## config.mk

```make
export PLATFORM = sky130hd
export DESIGN_NAME = axi4_rd_fifo_ctrl
export DESIGN_NICKNAME = d
export VERILOG_FILES = /design/src/rtl/axi4_rd_fifo_ctrl_pkg.sv /design/src/rtl/axi4_rd_credit_cnt.sv /design/src/rtl/axi4_rd_fifo_ctrl.sv
export SDC_FILE = /design/constraint.sdc
export NUM_CORES = 1
export LEC_CHECK = 0
export CAP_MARGIN = 20
export CORE_ASPECT_RATIO = 2
export CORE_MARGIN = 2
export CORE_UTILIZATION = 55
export CTS_CLUSTER_SIZE = 16
export DETAILED_ROUTE_END_ITERATION = 10
export PLACE_DENSITY_LB_ADDON = 0.12
export SLEW_MARGIN = 40
export SYNTH_ARGS = -nofsm -noshare
export SYNTH_HDL_FRONTEND = slang
export SYNTH_SLANG_ARGS = --single-unit
```

## constraint.sdc

```tcl
create_clock -name aclk -period 11 [get_ports aclk]
set_input_delay 1.1 -clock aclk [delete_from_list [all_inputs] [get_ports aclk]]
set_output_delay 1.1 -clock aclk [all_outputs]
set_load 0.005 [all_outputs]
```

## src/rtl/axi4_rd_fifo_ctrl_pkg.sv

```systemverilog
// Shared types and helpers for the AXI4 read-path FIFO issue controller.
// Also serves the optional AXI4_RD_FIFO_CTRL_PERF_EN counters (sat_inc32).
package axi4_rd_fifo_ctrl_pkg;

    localparam int DEFAULT_LEN_W = 8;

    typedef enum logic [0:0] {
        IDLE  = 1'b0,
        ISSUE = 1'b1
    } state_t;

    // Burst length in beats; one extra bit so arlen at full scale cannot wrap.
    function automatic logic [32:0] beats_of(input logic [31:0] len);
        return {1'b0, len} + 33'd1;
    endfunction

    function automatic logic [31:0] sat_inc32(input logic [31:0] value, input logic en);
        logic [31:0] result;
        if (en && (value != 32'hFFFF_FFFF)) begin
            result = value + 32'd1;
        end else begin
            result = value;
        end
        return result;
    endfunction

endpackage

```

## src/rtl/axi4_rd_credit_cnt.sv

```systemverilog
// R FIFO credit accounting: beats occupied, beats reserved by granted bursts,
// the resulting free space, and the sticky credit_err flag.
module axi4_rd_credit_cnt
    import axi4_rd_fifo_ctrl_pkg::*;
#(
    parameter int R_DEPTH = 512,
    parameter int CNT_W   = $clog2(R_DEPTH + 1)
) (
    input  logic             aclk,
    input  logic             areset,
    input  logic             grant,
    input  logic [CNT_W-1:0] grant_beats,
    input  logic             r_wr_en,
    input  logic             r_rd_en,
    output logic [CNT_W-1:0] r_free,
    output logic             credit_err
);

    localparam logic [CNT_W:0]   DEPTH_W = (CNT_W + 1)'(R_DEPTH);
    localparam logic [CNT_W-1:0] DEPTH_C = CNT_W'(R_DEPTH);

    logic [CNT_W-1:0] occupied_r;
    logic [CNT_W-1:0] reserved_r;
    logic             credit_err_r;
    logic [CNT_W:0]   res_sum_s;
    logic [CNT_W:0]   used_s;
    logic [CNT_W-1:0] occupied_nxt_s;
    logic [CNT_W-1:0] reserved_nxt_s;

    // Next-state credit arithmetic; grant and write land in the same cycle as a net change.
    always_comb begin
        res_sum_s = {1'b0, reserved_r} + (grant ? {1'b0, grant_beats} : {(CNT_W + 1){1'b0}});
        if (r_wr_en) begin
            if (res_sum_s == {(CNT_W + 1){1'b0}}) begin
                reserved_nxt_s = {CNT_W{1'b0}};
            end else begin
                reserved_nxt_s = CNT_W'(res_sum_s - {{CNT_W{1'b0}}, 1'b1});
            end
        end else begin
            reserved_nxt_s = CNT_W'(res_sum_s);
        end

        if (r_wr_en && !r_rd_en) begin
            if (occupied_r != DEPTH_C) begin
                occupied_nxt_s = occupied_r + {{(CNT_W - 1){1'b0}}, 1'b1};
            end else begin
                occupied_nxt_s = occupied_r;
            end
        end else if (r_rd_en && !r_wr_en) begin
            if (occupied_r != {CNT_W{1'b0}}) begin
                occupied_nxt_s = occupied_r - {{(CNT_W - 1){1'b0}}, 1'b1};
            end else begin
                occupied_nxt_s = occupied_r;
            end
        end else begin
            occupied_nxt_s = occupied_r;
        end
    end

    // Free space clamps at zero so spurious writes can never make it wrap.
    always_comb begin
        used_s = {1'b0, occupied_r} + {1'b0, reserved_r};
        if (used_s >= DEPTH_W) begin
            r_free = {CNT_W{1'b0}};
        end else begin
            r_free = CNT_W'(DEPTH_W - used_s);
        end
    end

    // Credit counters and sticky error flag.
    always_ff @(posedge aclk or posedge areset) begin
        if (areset) begin
            occupied_r   <= {CNT_W{1'b0}};
            reserved_r   <= {CNT_W{1'b0}};
            credit_err_r <= 1'b0;
        end else begin
            occupied_r   <= occupied_nxt_s;
            reserved_r   <= reserved_nxt_s;
            credit_err_r <= credit_err_r | (r_wr_en && (reserved_r == {CNT_W{1'b0}}));
        end
    end

    assign credit_err = credit_err_r;

endmodule

```

## src/rtl/axi4_rd_fifo_ctrl.sv

```systemverilog
// AXI4 read issue controller: releases AR bursts only with R FIFO room reserved.
// Optional stall/burst counters are enabled by AXI4_RD_FIFO_CTRL_PERF_EN.
module axi4_rd_fifo_ctrl
    import axi4_rd_fifo_ctrl_pkg::*;
#(
    parameter int R_DEPTH         = 512,
    parameter int MAX_OUTSTANDING = 8,
    parameter int LEN_W           = DEFAULT_LEN_W,
    parameter int CNT_W           = $clog2(R_DEPTH + 1),
    parameter int OST_W           = $clog2(MAX_OUTSTANDING + 1)
) (
    input  logic             aclk,
    input  logic             areset,
    input  logic             ar_rd_empty,
    input  logic [LEN_W-1:0] ar_len,
    output logic             ar_rd_en,
    output logic             m_arvalid,
    input  logic             m_arready,
    input  logic             r_wr_en,
    input  logic             r_last,
    input  logic             r_rd_en,
    output logic [CNT_W-1:0] r_free,
    output logic [OST_W-1:0] outstanding,
    output logic             len_err,
    output logic             credit_err
`ifdef AXI4_RD_FIFO_CTRL_PERF_EN
    ,
    output logic [31:0]      stall_credit_cnt,
    output logic [31:0]      stall_ost_cnt,
    output logic [31:0]      burst_cnt
`endif
);

    localparam int BEATS_W = ((LEN_W > CNT_W) ? LEN_W : CNT_W) + 1;

    state_t             state_r;
    logic               m_arvalid_r;
    logic               len_err_r;
    logic [OST_W-1:0]   outstanding_r;
    logic [OST_W-1:0]   ost_nxt_s;
    logic [BEATS_W-1:0] beats_s;
    logic               head_s;
    logic               fit_s;
    logic               ost_ok_s;
    logic               too_long_s;
    logic               grant_s;
    logic               ost_dec_s;

    assign beats_s    = BEATS_W'(beats_of(32'(ar_len)));
    assign head_s     = (state_r == IDLE) && !ar_rd_empty && !len_err_r;
    assign fit_s      = beats_s <= BEATS_W'(r_free);
    assign ost_ok_s   = outstanding_r < OST_W'(MAX_OUTSTANDING);
    assign too_long_s = (state_r == IDLE) && !ar_rd_empty && (beats_s > BEATS_W'(R_DEPTH));
    assign grant_s    = head_s && fit_s && ost_ok_s && !too_long_s;
    assign ost_dec_s  = r_wr_en && r_last;

    assign ar_rd_en    = m_arvalid_r && m_arready;
    assign m_arvalid   = m_arvalid_r;
    assign outstanding = outstanding_r;
    assign len_err     = len_err_r;

    // Outstanding-burst count: grant and completion in one cycle cancel out.
    always_comb begin
        if (grant_s && !ost_dec_s) begin
            ost_nxt_s = outstanding_r + {{(OST_W - 1){1'b0}}, 1'b1};
        end else if (!grant_s && ost_dec_s && (outstanding_r != {OST_W{1'b0}})) begin
            ost_nxt_s = outstanding_r - {{(OST_W - 1){1'b0}}, 1'b1};
        end else begin
            ost_nxt_s = outstanding_r;
        end
    end

    // Issue FSM with registered AR valid; an oversized head locks it in IDLE.
    always_ff @(posedge aclk or posedge areset) begin
        if (areset) begin
            state_r       <= IDLE;
            m_arvalid_r   <= 1'b0;
            len_err_r     <= 1'b0;
            outstanding_r <= {OST_W{1'b0}};
        end else begin
            outstanding_r <= ost_nxt_s;
            len_err_r     <= len_err_r | too_long_s;
            case (state_r)
                IDLE: begin
                    if (grant_s) begin
                        state_r     <= ISSUE;
                        m_arvalid_r <= 1'b1;
                    end else begin
                        state_r     <= IDLE;
                        m_arvalid_r <= 1'b0;
                    end
                end
                ISSUE: begin
                    if (m_arready) begin
                        state_r     <= IDLE;
                        m_arvalid_r <= 1'b0;
                    end else begin
                        state_r     <= ISSUE;
                        m_arvalid_r <= 1'b1;
                    end
                end
                default: begin
                    state_r     <= IDLE;
                    m_arvalid_r <= 1'b0;
                end
            endcase
        end
    end

    axi4_rd_credit_cnt #(
        .R_DEPTH (R_DEPTH),
        .CNT_W   (CNT_W)
    ) u_credit (
        .aclk        (aclk),
        .areset      (areset),
        .grant       (grant_s),
        .grant_beats (CNT_W'(beats_s)),
        .r_wr_en     (r_wr_en),
        .r_rd_en     (r_rd_en),
        .r_free      (r_free),
        .credit_err  (credit_err)
    );

`ifdef AXI4_RD_FIFO_CTRL_PERF_EN
    logic stall_credit_s;
    logic stall_ost_s;

    assign stall_credit_s = head_s && !too_long_s && !fit_s && ost_ok_s;
    assign stall_ost_s    = head_s && !too_long_s && fit_s && !ost_ok_s;

    // Saturating performance counters.
    always_ff @(posedge aclk or posedge areset) begin
        if (areset) begin
            stall_credit_cnt <= 32'd0;
            stall_ost_cnt    <= 32'd0;
            burst_cnt        <= 32'd0;
        end else begin
            stall_credit_cnt <= sat_inc32(stall_credit_cnt, stall_credit_s);
            stall_ost_cnt    <= sat_inc32(stall_ost_cnt, stall_ost_s);
            burst_cnt        <= sat_inc32(burst_cnt, ar_rd_en);
        end
    end
`endif

endmodule
```

* Word level (Yosys, flattened, before mapping)
Index checks and enable logic that the tools add are counted.
Word-level totals: word-level logic and storage cells 66, input bits 15, flip-flop bits (word level) 27
Operators by class: mux-type cells 13, equal/unequal tests 2, bitwise operators 3, $lt $le $gt $ge 4, add/subtract/negate cells 9, reductions and logical operators 29
Operators with widths (count):
- two-way mux 10 bit | 7
- subtractor 10 x 1 -> 10 bit (second input constant) | 2
- logical AND 1 bit | 14
- adder 10 x 10 -> 11 bit | 1
- adder 10 x 9 -> 11 bit | 1
- greater-or-equal comparator 11 x 10 -> 1 bit (second input constant) | 1
- zero test 11 bit | 1
- adder 10 x 1 -> 10 bit (second input constant) | 1
- greater-than comparator 9 x 10 -> 1 bit (second input constant) | 1
- less-or-equal comparator 9 x 10 -> 1 bit | 1
- zero test 10 bit | 1
- inequality test 10 bit (second input constant) | 1
- nonzero test 10 bit | 1
- subtractor 10 bit (first input constant) | 1
- adder 8 x 1 -> 9 bit (second input constant) | 1
- two-way mux 9 bit | 1
- two-way mux 4 bit | 2
- zero test 1 bit | 7
- nonzero test 2 bit | 3
- adder 4 x 1 -> 4 bit (second input constant) | 1
- < comparator 4 bit (second input constant) | 1
- nonzero test 4 bit | 1
- subtractor 4 x 1 -> 4 bit (second input constant) | 1
- AND reduction 3 bit | 1
- 5 further kinds | 7

* Logic depth before layout (Yosys ltp)
depth after elaboration 12, depth in mapped cells 31, depth with buffers taken out 29

* Cells and area by module
A second synthesis with hierarchy kept.
Unflattened totals: cell total of the unflattened synthesis 396, area total of the unflattened synthesis 3318.2 um^2
Modules (own cells, without submodules):
- axi4_rd_credit_cnt | seq. area each 525.5 um^2, instances 1, cells an instance 309, area an instance 2601.2 um^2
- axi4_rd_fifo_ctrl | seq. area each 125.1 um^2, instances 1, cells an instance 87, area an instance 716.9 um^2

* Least setup slack after synthesis
Ideal clock, no wire load.
path type reg2reg, start reg u_credit.occupied_r[0], end reg u_credit.reserved_r[4], stages on the path, launching flop included 32, slack 4721 ps, library setup time 125 ps, buffers on the path 2, period minus slack after synthesis 6279 ps, arrival time 6155 ps, required time 10875 ps, cells stage by stage dfrtp_1 -> ha_1 -> inv_1 -> fa_1 -> nand2b_1 -> or4_1 -> a2111oi_0 -> a311o_1 -> and2_1 -> nand4_1 -> xor2_1 -> nand2_1 -> ha_1 -> nand3_1 -> nor3_1 -> a21oi_1 -> o21ai_0 -> o21ai_2 -> clkbuf_1 -> nor2_1 -> ha_1 -> inv_1 -> fa_1 -> nor2b_1 -> o21ai_1 -> a21oi_1 -> or3_1 -> a2111o_1 -> nor4_2 -> and2_1 -> clkbuf_1 -> nor2_1
Between the ends: word-level cells in the longest chain between the ends 12
RTL lines:
- start, declared | line axi4_rd_credit_cnt.sv:22 | logic [CNT_W-1:0] occupied_r;
- start signal, assigned | line axi4_rd_credit_cnt.sv:73 | occupied_r <= {CNT_W{1'b0}};
- start signal, assigned | line axi4_rd_credit_cnt.sv:77 | occupied_r <= occupied_nxt_s;
- adder 10 x 10 -> 11 bit (*) | line axi4_rd_credit_cnt.sv:62 | used_s = {1'b0, occupied_r} + {1'b0, reserved_r};
- subtractor 10 bit / greater-or-equal comparator 11 x 10 -> 1 bit (equally long branches) | line axi4_rd_credit_cnt.sv:66, axi4_rd_credit_cnt.sv:63
- two-way mux 10 bit (*) | line axi4_rd_credit_cnt.sv:63 | if (used_s >= DEPTH_W) begin
- less-or-equal comparator 9 x 10 -> 1 bit (*) | line axi4_rd_fifo_ctrl.sv:51 | assign fit_s = beats_s <= BEATS_W'(r_free);
- logical AND 1 bit (*) (3 in a row) | line axi4_rd_fifo_ctrl.sv:54 | assign grant_s = head_s && fit_s && ost_ok_s && !too_long_s;
- two-way mux 9 bit (*) | line axi4_rd_credit_cnt.sv:32 | res_sum_s = {1'b0, reserved_r} + (grant ? {1'b0, grant_beats} : {(CNT_W + 1){1'b0}});
- adder 10 x 9 -> 11 bit (*) | line axi4_rd_credit_cnt.sv:32
- subtractor 10 x 1 -> 10 bit / zero test 11 bit (equally long branches) | line axi4_rd_credit_cnt.sv:37, axi4_rd_credit_cnt.sv:34
- two-way mux 10 bit | line axi4_rd_credit_cnt.sv:34 | if (res_sum_s == {(CNT_W + 1){1'b0}}) begin
- two-way mux 10 bit (*) | line axi4_rd_credit_cnt.sv:33 | if (r_wr_en) begin
- named net u_credit.reserved_nxt_s[4] | line axi4_rd_credit_cnt.sv:28 | logic [CNT_W-1:0] reserved_nxt_s;
- end signal, assigned | line axi4_rd_credit_cnt.sv:74 | reserved_r <= {CNT_W{1'b0}};
- end signal, assigned | line axi4_rd_credit_cnt.sv:78 | reserved_r <= reserved_nxt_s;
- end, declared | line axi4_rd_credit_cnt.sv:23 | logic [CNT_W-1:0] reserved_r;
Mark *: on every way through the listed nets, which the timed path passes. The rest lies on a longest branch. A chain may end at the register's enable or synchronous reset.

* Worst setup path after layout
start reg u_credit.occupied_r[0], end reg u_credit.reserved_r[9]
Same word-level chain as after synthesis.

==> metrics.txt <==
core area 5660 um2; worst reg2reg path startpoint u_credit.occupied_r[0]; terminus of the critical flop-to-flop path u_credit.reserved_r[9]; status completed; Final ANT Viol Nets 0; Worst Setup SP u_credit.occupied_r[0]; GP Congestion 0.978; share of layout cells above drive strength 1 5.29%; syn_nets 453; via count 2879; post-synthesis sequential area ratio 20.2%; Post-synth EDFFs 0; most frequent cells in the layout ha_1 (42), nor2_1 (33), nand2_1 (32); worst hold path cell count 1; Max Cap Viol 0; CP max stage cell o21ai_2; Synth Warn # 0; Post-CTS Resized 0; Worst-Margin Slew 0.658 ns; Mapped Area 3210 um2; Crit path largest cell delay 0.53 ns; post-CTS setup buffer count 0; mean post-synth cell area 8.20 um2; largest net degree at the start of global routing 27; hold path startpoint u_credit.credit_err; CTS tree yes; WL final 7900 um; Worst Hold Path EP u_credit.credit_err; hold_buf cts 0; H-tree Lvls 1; # IOs 33; Post-synth ARST share 100%; Detailed Routing Iterations Pass 1 4; CP Launch Type register; Die X 58.1 um; vias in the first global route 2966; Worst-path clk slew 0.06 ns; Die Y 112 um; filler cell count 513; drt via density 6.04; ANT cells 0; Final TNS setup 0 ns; multi-input logic area 2410 um2; total CTS buffers 3; HPWL Detailed 6640 um; synth unique cells 59; Initial Util 56.8%; grt ovf 0; Final setup viols 0; Worst Hold Class register to register; relative slew slack 56.2%; Worst EP required 11.15 ns; commonest non-fill, non-tap cell in the layout ha_1; Area Overhead vs Synth 13.0%; clk_skew 0.00333 ns; critical path class register to register; fmax 0.144 GHz; TritonCTS Sinks 26; Final Hold Fails 0; CP arrival 7.07 ns; clock latency on the worst-skew pair 0.27 ns; Post-Synthesis Cells 392; Worst Path Max Fanout 14; synthesized flop and latch total 26; Synth Flop Type dfrtp_1; Tmin final 6.92 ns; Register Area 651 um2; clk buf depth 2; IO buf count 31; first-pass GRT wire length 13500 um; Iteration-0 DRC Markers 113; R2R cell count 29; num rows 39; GRT Util Overall 26.6%; final number of max-transition violations 0; cell mode on critical path ha_1; DRC viols 0; WL/cell 16.6 um; layout net count 478; critical path endpoint category register; RSZ-0062 raised after global routing false; Root Driver clkbuf_16; antenna violations before repair 0; final period utilization 63.0%; reg2reg setup slack 4.08 ns; die area 6510 um2
through the flow:
stage	worst slack, ns	instance area, um2	cells	hold WS [ns]	util [%]
6_report	4.08	3630	477	0.509	64.1
5_1_grt	3.55	3630	477	0.528	64.1
4_1_cts	4.16	3630	477	0.510	64.1
3_5_place_dp	4.18	3540	473	0.496	62.6
3_3_place_gp	4.36	3540	473	0.486	62.5
2_1_floorplan	4.72	3210	392	0.466	-
Yosys cell counts, types with 4 or more instances:
library cell,count,area share (%)
nor3_1,10,1.6
nor2_1,33,3.9
o21ai_1,6,0.93
fa_1,4,2.5
nand2_1,32,3.7
nor4_1,6,1.2
nand2b_1,8,1.6
o21bai_1,4,0.93
mux2_2,4,1.4
a21o_1,9,2.1
nand3_1,16,2.5
and2_1,8,1.6
inv_1,26,3.0
o21ai_0,16,2.5
xor2_1,18,4.9
nor2b_1,13,2.5
clkbuf_1,6,0.70
ha_1,42,16
xnor2_1,23,6.3
dfrtp_1,26,20
a21oi_1,24,3.7
critical path: cells and delay by family (launching register included):
family / cells / cell delay, ns
compound gates: 8 / 2.17
flops: 1 / 0.45
simple gates: 13 / 2.54
buf+inv: 2 / 0.13
xor+xnor: 1 / 0.17
fa+ha+maj: 5 / 1.36
registers in the layout (all words and copies together) (netlist names):
name	cells
outstanding	4
m_arvalid	1
u_credit.credit_err	1
u_credit.reserved_r	10
u_credit.occupied_r	10
worst max-delay path by stage:
| stage | cells past startpoint | to | slack, ns |
|---|---|---|---|
| after floorplan | 31 | u_credit.reserved_r[4] | 4.72 |
| after global placement | 29 | u_credit.reserved_r[5] | 4.36 |
| after detailed placement | 29 | u_credit.reserved_r[6] | 4.18 |
| after CTS | 29 | u_credit.reserved_r[9] | 4.16 |
| after global routing | 29 | u_credit.reserved_r[9] | 3.55 |
| final | 29 | u_credit.reserved_r[9] | 4.08 |
area by class of cell:
class / instances / share of cell area [%]
Multi-Input combinational cell: 329 / 66.3
Timing Repair Buffer: 31 / 8.55
Inverter: 26 / 2.69
Sequential cell: 26 / 17.9
Tap cell: 61 / 2.10
Clock buffer: 4 / 2.45
layer usage:
metal	GRT usage, %	vias to the layer above	part of all wire [%]	routed length, um
met5	0	-	0	0
met4	14.6	0	5.5	431
met3	1.84	28	2.0	156
met2	51.3	56	56	4420
met1	26.6	1362	37	2890
li1	-	1433	-	-
cells by family (layout without fill, tap and decap cells):
group                      count (synthesis)  in the layout  share of synthesized area [%]
and+or+nand+nor                          144            144                           22.6
xor gates and xnor gates                  41             41                           11.2
other                                      1              1                          0.117
adders and majority gates                 46             46                           18.8
muxes                                      8              8                           2.80
buffers and inverters                     37             61                           4.98
AOI/OAI and AO/OA                         89             89                           19.3
DFF                                       26             26                           20.2
Power is left out: the tool's default activity adds up to more than one toggle a clock period on the data nets, which glitch-free logic cannot reach.
